[config.mk]
export PLATFORM = sky130hd
export DESIGN_NAME = ofifo_drain_ctrl
export DESIGN_NICKNAME = d
export VERILOG_FILES = /design/src/rtl/ofifo_drain_pkg.sv /design/src/rtl/ofifo_drain_ctrl_relu.sv /design/src/rtl/ofifo_drain_ctrl.sv
export SDC_FILE = /design/constraint.sdc
export NUM_CORES = 1
export LEC_CHECK = 0
export CORE_MARGIN = 1.5
export CORE_UTILIZATION = 25
export DETAILED_ROUTE_END_ITERATION = 10
export GPL_ROUTABILITY_DRIVEN = 0
export GPL_TIMING_DRIVEN = 0
export SLEW_MARGIN = 40
export SYNTH_ARGS = -nofsm -noshare
export SYNTH_HDL_FRONTEND = slang
export SYNTH_SLANG_ARGS = --single-unit
[constraint.sdc]
create_clock -name clk -period 4.4 [get_ports clk]
set_clock_uncertainty 0.15 [all_clocks]
set_input_delay 0.66 -clock clk [delete_from_list [all_inputs] [get_ports clk]]
set_output_delay 0.66 -clock clk [all_outputs]
set_load 0.005 [all_outputs]
[src/rtl/ofifo_drain_pkg.sv]
// Shared FSM state type, read-latency bounds and lane-slice helper for the
// OFIFO drain sequencer.
`timescale 1ns/1ps
package ofifo_drain_pkg;

  typedef enum logic [1:0] {
    IDLE  = 2'd0,
    DRAIN = 2'd1,
    DONE  = 2'd2
  } drain_state_t;

  localparam int RD_LAT_MIN = 1;
  localparam int RD_LAT_MAX = 4;

  // Bit offset of lane 'lane' inside a packed row of lane_bw-bit lanes.
  function automatic int lane_lsb(input int lane, input int lane_bw);
    return lane * lane_bw;
  endfunction

endpackage

[src/rtl/ofifo_drain_ctrl_relu.sv]
// Per-lane ReLU clamp: a negative signed lane becomes zero when relu_en is set,
// otherwise the lane passes through bit-exact.
`timescale 1ns/1ps
module psum_relu_lane #(
  parameter int psum_bw = 16,
  parameter bit relu_en = 1'b1
) (
  input  logic [psum_bw-1:0] psum,
  output logic [psum_bw-1:0] clamped
);

  assign clamped = (relu_en && psum[psum_bw-1]) ? '0 : psum;

endmodule

[src/rtl/ofifo_drain_ctrl.sv]
// Drains rows from the systolic-array output FIFO into consecutive psum SRAM
// addresses. Build macro OFIFO_DRAIN_RELU_EN clamps negative lanes to zero.
`timescale 1ns/1ps
module ofifo_drain_ctrl
  import ofifo_drain_pkg::*;
#(
  parameter int col     = 8,
  parameter int psum_bw = 16,
  parameter int addr_bw = 11,
  parameter int cnt_bw  = 11,
  parameter int RD_LAT  = 2
) (
  input  logic                   clk,
  input  logic                   reset,
  input  logic                   start,
  input  logic [addr_bw-1:0]     base_addr,
  input  logic [cnt_bw-1:0]      num_rows,
  input  logic                   ofifo_valid,
  input  logic [col*psum_bw-1:0] ofifo_out,
  output logic                   ofifo_rd,
  output logic                   sram_cen,
  output logic                   sram_wen,
  output logic [addr_bw-1:0]     sram_addr,
  output logic [col*psum_bw-1:0] sram_d,
  output logic                   busy,
  output logic                   done
);

  localparam int row_bw = col * psum_bw;

`ifdef OFIFO_DRAIN_RELU_EN
  localparam bit relu_en = 1'b1;
`else
  localparam bit relu_en = 1'b0;
`endif

  if (RD_LAT < RD_LAT_MIN || RD_LAT > RD_LAT_MAX) begin : g_lat_check
    $error("ofifo_drain_ctrl: RD_LAT outside supported range");
  end

  drain_state_t         state;
  drain_state_t         state_next;
  logic [addr_bw-1:0]   base_q;
  logic [cnt_bw-1:0]    rows_q;
  logic [cnt_bw-1:0]    issued;
  logic [cnt_bw-1:0]    written;
  logic [cnt_bw-1:0]    written_inc;
  logic                 inflight;
  logic                 issue;
  logic                 wb;
  logic [RD_LAT-1:0]    vld;
  logic [row_bw-1:0]    row_proc;

  assign written_inc = written + cnt_bw'(1);

  for (genvar g = 0; g < col; g++) begin : g_lane
    psum_relu_lane #(
      .psum_bw (psum_bw),
      .relu_en (relu_en)
    ) u_lane (
      .psum    (ofifo_out[lane_lsb(g, psum_bw) +: psum_bw]),
      .clamped (row_proc[lane_lsb(g, psum_bw) +: psum_bw])
    );
  end

  // Only one read may be outstanding: ofifo_valid lags a pop by the read
  // latency, so issuing on it alone would over-read the FIFO.
  always_comb begin
    state_next = state;
    issue      = 1'b0;
    wb         = 1'b0;
    case (state)
      IDLE: begin
        if (start) state_next = (num_rows == '0) ? DONE : DRAIN;
      end
      DRAIN: begin
        issue = ofifo_valid && !inflight && (issued < rows_q);
        wb    = vld[RD_LAT-1];
        if (wb && (written_inc == rows_q)) state_next = DONE;
      end
      DONE:    state_next = IDLE;
      default: state_next = IDLE;
    endcase
  end

  always_ff @(posedge clk or negedge reset) begin
    if (!reset) state <= IDLE;
    else        state <= state_next;
  end

  always_ff @(posedge clk or negedge reset) begin
    if (!reset) begin
      base_q    <= '0;
      rows_q    <= '0;
      issued    <= '0;
      written   <= '0;
      inflight  <= 1'b0;
      vld       <= '0;
      ofifo_rd  <= 1'b0;
      sram_cen  <= 1'b1;
      sram_wen  <= 1'b1;
      sram_addr <= '0;
      sram_d    <= '0;
      busy      <= 1'b0;
      done      <= 1'b0;
    end else begin
      ofifo_rd <= issue;
      sram_cen <= ~wb;
      sram_wen <= ~wb;
      busy     <= (state_next != IDLE);
      done     <= (state == DONE);
      vld[0]   <= issue;
      for (int i = 1; i < RD_LAT; i++) vld[i] <= vld[i-1];
      if (state == IDLE && start) begin
        base_q   <= base_addr;
        rows_q   <= num_rows;
        issued   <= '0;
        written  <= '0;
        inflight <= 1'b0;
        vld      <= '0;
      end else begin
        if (issue) begin
          inflight <= 1'b1;
          issued   <= issued + cnt_bw'(1);
        end
        // Address wraps silently modulo 2^addr_bw.
        if (wb) begin
          inflight  <= 1'b0;
          written   <= written_inc;
          sram_addr <= base_q + addr_bw'(written);
          sram_d    <= row_proc;
        end
      end
    end
  end

endmodule

==> metrics.csv, run 1 <==
metric,value,unit
rrSetupSlack,1890,ps
endpoint_kind,flip-flop,
dpl.hpwl,20100,um
netlist.area_leader.share,56.3,%
core_area,33400,sq um
synth_top_family_by_area,simple AND/OR/NAND/NOR gates,
intPower,4.90,mW
syn_inst,958,
fp.dieH,187,um
r2r_cells,7,
viasPerCell,4.33,
cts_tree,built,
max_freq,398,MHz
avgSynthCellArea,8.87,sq um
grt_usage,15.4,%
dominantRegCellSynth,dfrtp_1,
reg2reg_to,sram_addr[10],
via_count,7525,
power_switching_share,33.8,%
start_util,25.4,%
rows,67,
p_comb_share,40.8,%
slew_violations,0,
htreeDepth,4,
drt-wirelength-per-cell,15.3,um
synth-async-reset-ratio,100,%
hold_depth,1,
antenna_cells,0,
ios,298,
setup-violations-final,0,
ys_seq_elements,192,
path_buf_inv,0,
cpPeakStageDelay,560,ps
cts_buffers,17,
drtAntennaViolNets,0,
tns,0,ps
p_sw,2.51,mW
fin_crit_sh,57.0,%
synth_cell_types,54,
drc_errors,0,
antenna_found_initial,0,
slew_headroom,51.6,%
syn2layout_area_growth,49.0,%
portBuffers,297,
grt_pass1_vias,7500,
netlist.top_cell.by_area,dfrtp_1,
fp.dieW,187,um
crit_type,flip-flop to flip-flop,
yosys_warnings,0,
cts.sinks,192,
worstHoldStart,vld[0],
cpLargestDelayFamily,compound AO/OA/AOI/OAI gates,
synthSimpleGateAreaFrac,25.8,%
status,finished clean,
tightest_slew,725,ps
cpMaxStageDelayCell,dfrtp_1,
fin_util,37.8,%
yosysMostFrequentCell,nand2_1,
fin_nets,1455,
final_cells,1739,
p_leak,5.92,nW
maxCapViolCount,0,
synth_edf_count,0,
fin_crit,2510,ps
clockPowerShare,19.7,%
grt_pass1_wl,42300,um
hold_path_class,flip-flop to flip-flop,
synth_compound_area_share,7.59,%
ys_seq_area_share,56.6,%
dr.first_iter.drc_count,439,
hold_viol,0,
crit_chain,ha_1 -> nor2b_1 -> o31ai_1 -> a21oi_1 -> a221oi_2 -> xnor2_1 -> o21ai_0,
reg2reg_from,written[2],
cp_max_fo,9,
dpl.cell_count,1706,
cp.arrival,2670,ps
synth_fa_ha_area_share,3.48,%
vdd_drop_max,0.000265,V
total_power,7.41,mW
drive_gt1_share,4.18,%
grt_max_degree,69,
cts_resized,0,
synth.area.mux_share,0.840,%
clk_latency,450,ps
cts-root-buf,clkbuf_16,
drt_pass1_iterations,5,
overflow,0,
wirelength,26700,um
worstSetupStartpointType,flip-flop,
syn_area,8490,sq um
holdPathEnd,vld[1],
synth_xor_area_share,2.58,%
n_fill_cell,3361,
cts.clk_slew.worst_paths,70,ps
rsz0062_at_grt,false,
p_seq_share,39.5,%
clockBufferDepth,2,
power_density,586,nW/um^2
synthTopCellsByCount,"nand2_1, dfrtp_1, o21ai_0",
synthesis.nets,1135,
synth_area_leaders,"dfrtp_1, nand2_1, ha_1",
cp.required,4560,ps
dieArea,35100,sq um
sequential cells by signal (all words and copies together), names as in the netlist, 2 cells and up:
register,count
rows_q,11
base_q,11
issued,11
vld,2
sram_d,128
sram_addr,11
state,2
written,11
power groups by stage:
stage	clock network [mW]	logic [mW]	registers [mW]
detailed placement	0	3.07	2.96
global route	1.58	3.34	3.03
global placement	0	3.03	2.95
floorplan	0	1.08	2.96
finish	1.46	3.02	2.93
CTS	1.51	3.08	2.93
through the flow:
stage	hold WS (ps)	setup WS (ps)	area (sq um)
final	317	1890	12700
after global routing	345	1700	12700
after CTS	319	1900	12700
after detailed placement	292	1500	12100
after global placement	306	-6070	12000
after floorplan	214	2300	8490
worst max path at each step:
stage,from,end,slack [ps],cells past startpoint
floorplan,rows_q[8],issued[10],2300,8
global placement,reset,sram_d[116],-6070,1
detailed placement,start,base_q[1],1500,7
CTS,written[2],sram_addr[10],1900,7
global route,written[2],sram_addr[10],1700,7
finish,written[2],sram_addr[10],1890,7
cell usage in the layout (no fill, tap or decap), drive strengths merged, types with 2 or more instances in the layout:
master,n
nand2,471
clkdlybuf4s50,296
dfrtp,191
o21ai,48
clkbuf,47
buf,24
inv,23
ha,22
a21oi,20
nor2,18
xnor2,17
nand3,12
nor3,9
xor2,8
clkinv,8
a2111o,7
mux2i,6
a21o,6
nand4,6
nor2b,5
and3,5
nand2b,4
o31ai,4
a21boi,4
nor4,3
and2,3
o22ai,2
a22o,2
a31oi,2
o21a,2
final cells by class:
cell class | count | area [sq um] | area share (%)
plain buffers | 46 | 185 | 1.46
clock buffers | 21 | 450 | 3.56
clock inverters | 11 | 82.6 | 0.652
inverters | 21 | 78.8 | 0.623
multi-input cells | 699 | 3420 | 27.1
flip-flops and latches | 192 | 4810 | 38.0
well taps | 448 | 561 | 4.43
repair buffers | 301 | 3070 | 24.3
repair_timing:
item                                   in CTS  in global routing
setup buffers                               0                  0
hold buffers                                1                  0
endpoints found under the hold margin      27                  0
layer usage:
metal | wire length [um] | global-route usage [%] | part of all wire, %
met5 | 0 | 0 | 0
met4 | 488 | 5.24 | 1.8
met3 | 1320 | 3.43 | 4.9
met2 | 12500 | 25.4 | 47
met1 | 12400 | 20.0 | 46
worst reg2reg max path, delay by kind of cell (launching register included):
family	cells	cell delay (ps)
DFF	1	560
adders and majority gates	1	340
AOI/OAI and AO/OA	4	1010
xor gates and xnor gates	1	150
and+or+nand+nor	1	160
cells by family (layout without fill, tap and decap cells):
logic type | count (synthesis) | count (layout)
compound gates | 103 | 103
xor+xnor | 25 | 25
simple gates | 541 | 541
buf+inv | 67 | 400
mux | 7 | 7
flops | 192 | 192
fa+ha+maj | 23 | 23
Power figures use the tool's default switching activity.
==> run 2: changes to the inputs <==
==> constraint.sdc (replaced) <==
create_clock -name clk -period 2.4 [get_ports clk]
set_clock_uncertainty 0.15 [all_clocks]
set_input_delay 0.36 -clock clk [delete_from_list [all_inputs] [get_ports clk]]
set_output_delay 0.36 -clock clk [all_outputs]
set_load 0.005 [all_outputs]
==> run 2 against run 1 <==
  * Clock power grew 84%
  * Largest cell class unchanged
  * Maximum frequency rose by 10%
  * Via count increased by 0.93%
  * Utilization up 0.56 points
  * Hold slack got worse by 99 ps
==> metrics.csv, run 2 (synthesis results as in run 1) <==
metric,value,unit
grt_usage,15.4,%
cpMaxStageDelayCell,dfrtp_1,
core_area,33400,sq um
start_util,25.4,%
cts-root-buf,clkbuf_16,
cts_buffers,17,
slew_violations,0,
p_sw,4.66,mW
wirelength,26900,um
rsz0062_at_grt,true,
wl_met2,12700,um
drtAntennaViolNets,0,
power_switching_share,33.8,%
worstSetupStartpointType,flip-flop,
fin_nets,1464,
antenna_found_initial,0,
fin_area,12800,sq um
drt-wirelength-per-cell,15.4,um
antenna_cells,0,
highest_layer,met4,
final_common_cell,nand2_1,
crit_type,flip-flop to flip-flop,
setup-violations-final,0,
p_comb_share,41.5,%
fp.dieW,187,um
fin_crit,2270,ps
regMostFlops,sram_d,
rows,67,
n_fill_cell,3353,
cp_max_fo,6,
via_count,7595,
status,finished clean,
htreeDepth,4,
cpPeakStageDelay,390,ps
grt_pass1_wl,42300,um
wl_met3,1430,um
cp.arrival,2490,ps
portBuffers,297,
endpoint_kind,flip-flop,
syn2layout_area_growth,51.2,%
intPower,9.10,mW
fp.dieH,187,um
p_leak,5.98,nW
p_seq_share,39.0,%
dieArea,35100,sq um
maxCapViolCount,0,
cts.sinks,192,
hold_viol,0,
drc_errors,0,
dr.first_iter.drc_count,439,
drive_gt1_share,6.69,%
hold_path_class,input pin to async pin,
clockPowerShare,19.5,%
power_density,1070,nW/um^2
cp.required,2610,ps
clockBufferDepth,2,
dpl.hpwl,20100,um
max_freq,440,MHz
cts.clk_slew.worst_paths,70,ps
routedLengthMet1,12300,um
clk_latency,450,ps
fin_crit_sh,94.8,%
ios,298,
overflow,0,
viasPerCell,4.34,
grt_max_degree,69,
largest_reg_flops,128,
cts_tree,built,
slew_headroom,54.5,%
vdd_drop_max,0.000494,V
dpl_cell_area,12100,sq um
tightest_slew,683,ps
layout_common_cells,"nand2_1, clkdlybuf4s50_1, dfrtp_1, o21ai_0, clkbuf_1",
total_power,13.8,mW
drt_pass1_iterations,4,
grt_pass1_vias,7501,
crit_chain,inv_1 -> ha_4 -> a22o_1 -> nor4_2 -> o21ai_2 -> buf_4 -> a2111o_1 -> o21ai_0,
==> run 2: cell count changes in the layout (fill, tap and decap cells not counted), moves of 2 or more <==
cell      previous run  this run
clkbuf_1            29        24
dfrtp_2              0         3
dfrtp_1            191       188
o21ai_0             47        45
ha_4                 0         4
buf_1               12        10
buf_4                1        10
a21oi_1             20        16
ha_1                22        18
clkbuf_4             0         2
clkbuf_2             0         5
a21oi_2              0         4
==> run 2: repair_timing <==
| action | in CTS | in global routing |
|---|---|---|
| setup buffers | 0 | 9 |
| hold buffers | 1 | 0 |
| pin swaps | 0 | 9 |
| gates resized for setup | 6 | 30 |
| endpoints found under the hold margin | 140 | 0 |
| endpoints found under the setup margin | 106 | 100 |
==> run 2: metal layers <==
metal,up-vias,track usage (%)
met5,-,0
met4,0,5.24
met3,29,3.43
met2,238,25.4
met1,3602,20.0
li1,3726,-
==> run 2: worst max-delay path: cells and delay by family (launching register included) <==
| family | cells | cell delay (ps) |
|---|---|---|
| adder cells (fa/ha/maj) | 1 | 220 |
| AND/OR/NAND/NOR | 1 | 290 |
| AO/OA/AOI/OAI | 4 | 860 |
| flip-flops | 1 | 390 |
| buffers and inverters | 2 | 290 |
==> run 2: per-stage QoR <==
step | TNS, ps | setup WS, ps | hold slack, ps | utilization (%) | std cells
2_1_floorplan | 0 | 298 | -85.6 | - | 958
3_3_place_gp | -1488280 | -7770 | 306 | 36.0 | 1703
3_5_place_dp | -3390 | -205 | 101 | 36.2 | 1706
4_1_cts | 0 | 3.40 | 202 | 37.9 | 1739
5_1_grt | -5.54 | -5.54 | 238 | 38.4 | 1748
6_report | 0 | 125 | 218 | 38.4 | 1748
==> run 2: power by group through the flow <==
stage	clock, mW	sequential [mW]	combinational (mW)
after floorplan	0	5.43	1.98
after detailed placement	0	5.43	5.63
after global routing	2.89	5.55	6.29
final	2.68	5.36	5.71
after CTS	2.78	5.38	5.66
after global placement	0	5.40	5.55
==> run 2: path summary, 6_finish.rpt <==
kind / slack (ps) / endpoint / cells after the start / start
worst min register to register: 320 / vld[1] / 1 / vld[0]
worst min-delay path: 220 / sram_d[68] / 2 / reset
worst max register to register: 130 / issued[5] / 8 / rows_q[8]
min in group clk: 280 / sram_d[41] / 3 / ofifo_out[41]
worst max-delay path: 130 / issued[5] / 8 / rows_q[8]
max in group asynchronous: 1050 / sram_d[97] / 4 / reset
==> run 2: area by class of cell <==
type	count	area, sq um	area share, %
sequential	192	4810	37.4
multi-input combinational	699	3530	27.4
clock inverter	11	82.6	0.643
buffer	46	199	1.55
timing repair buffer	310	3140	24.4
clock buffer	21	450	3.51
tap	448	561	4.36
inverter	21	78.8	0.614
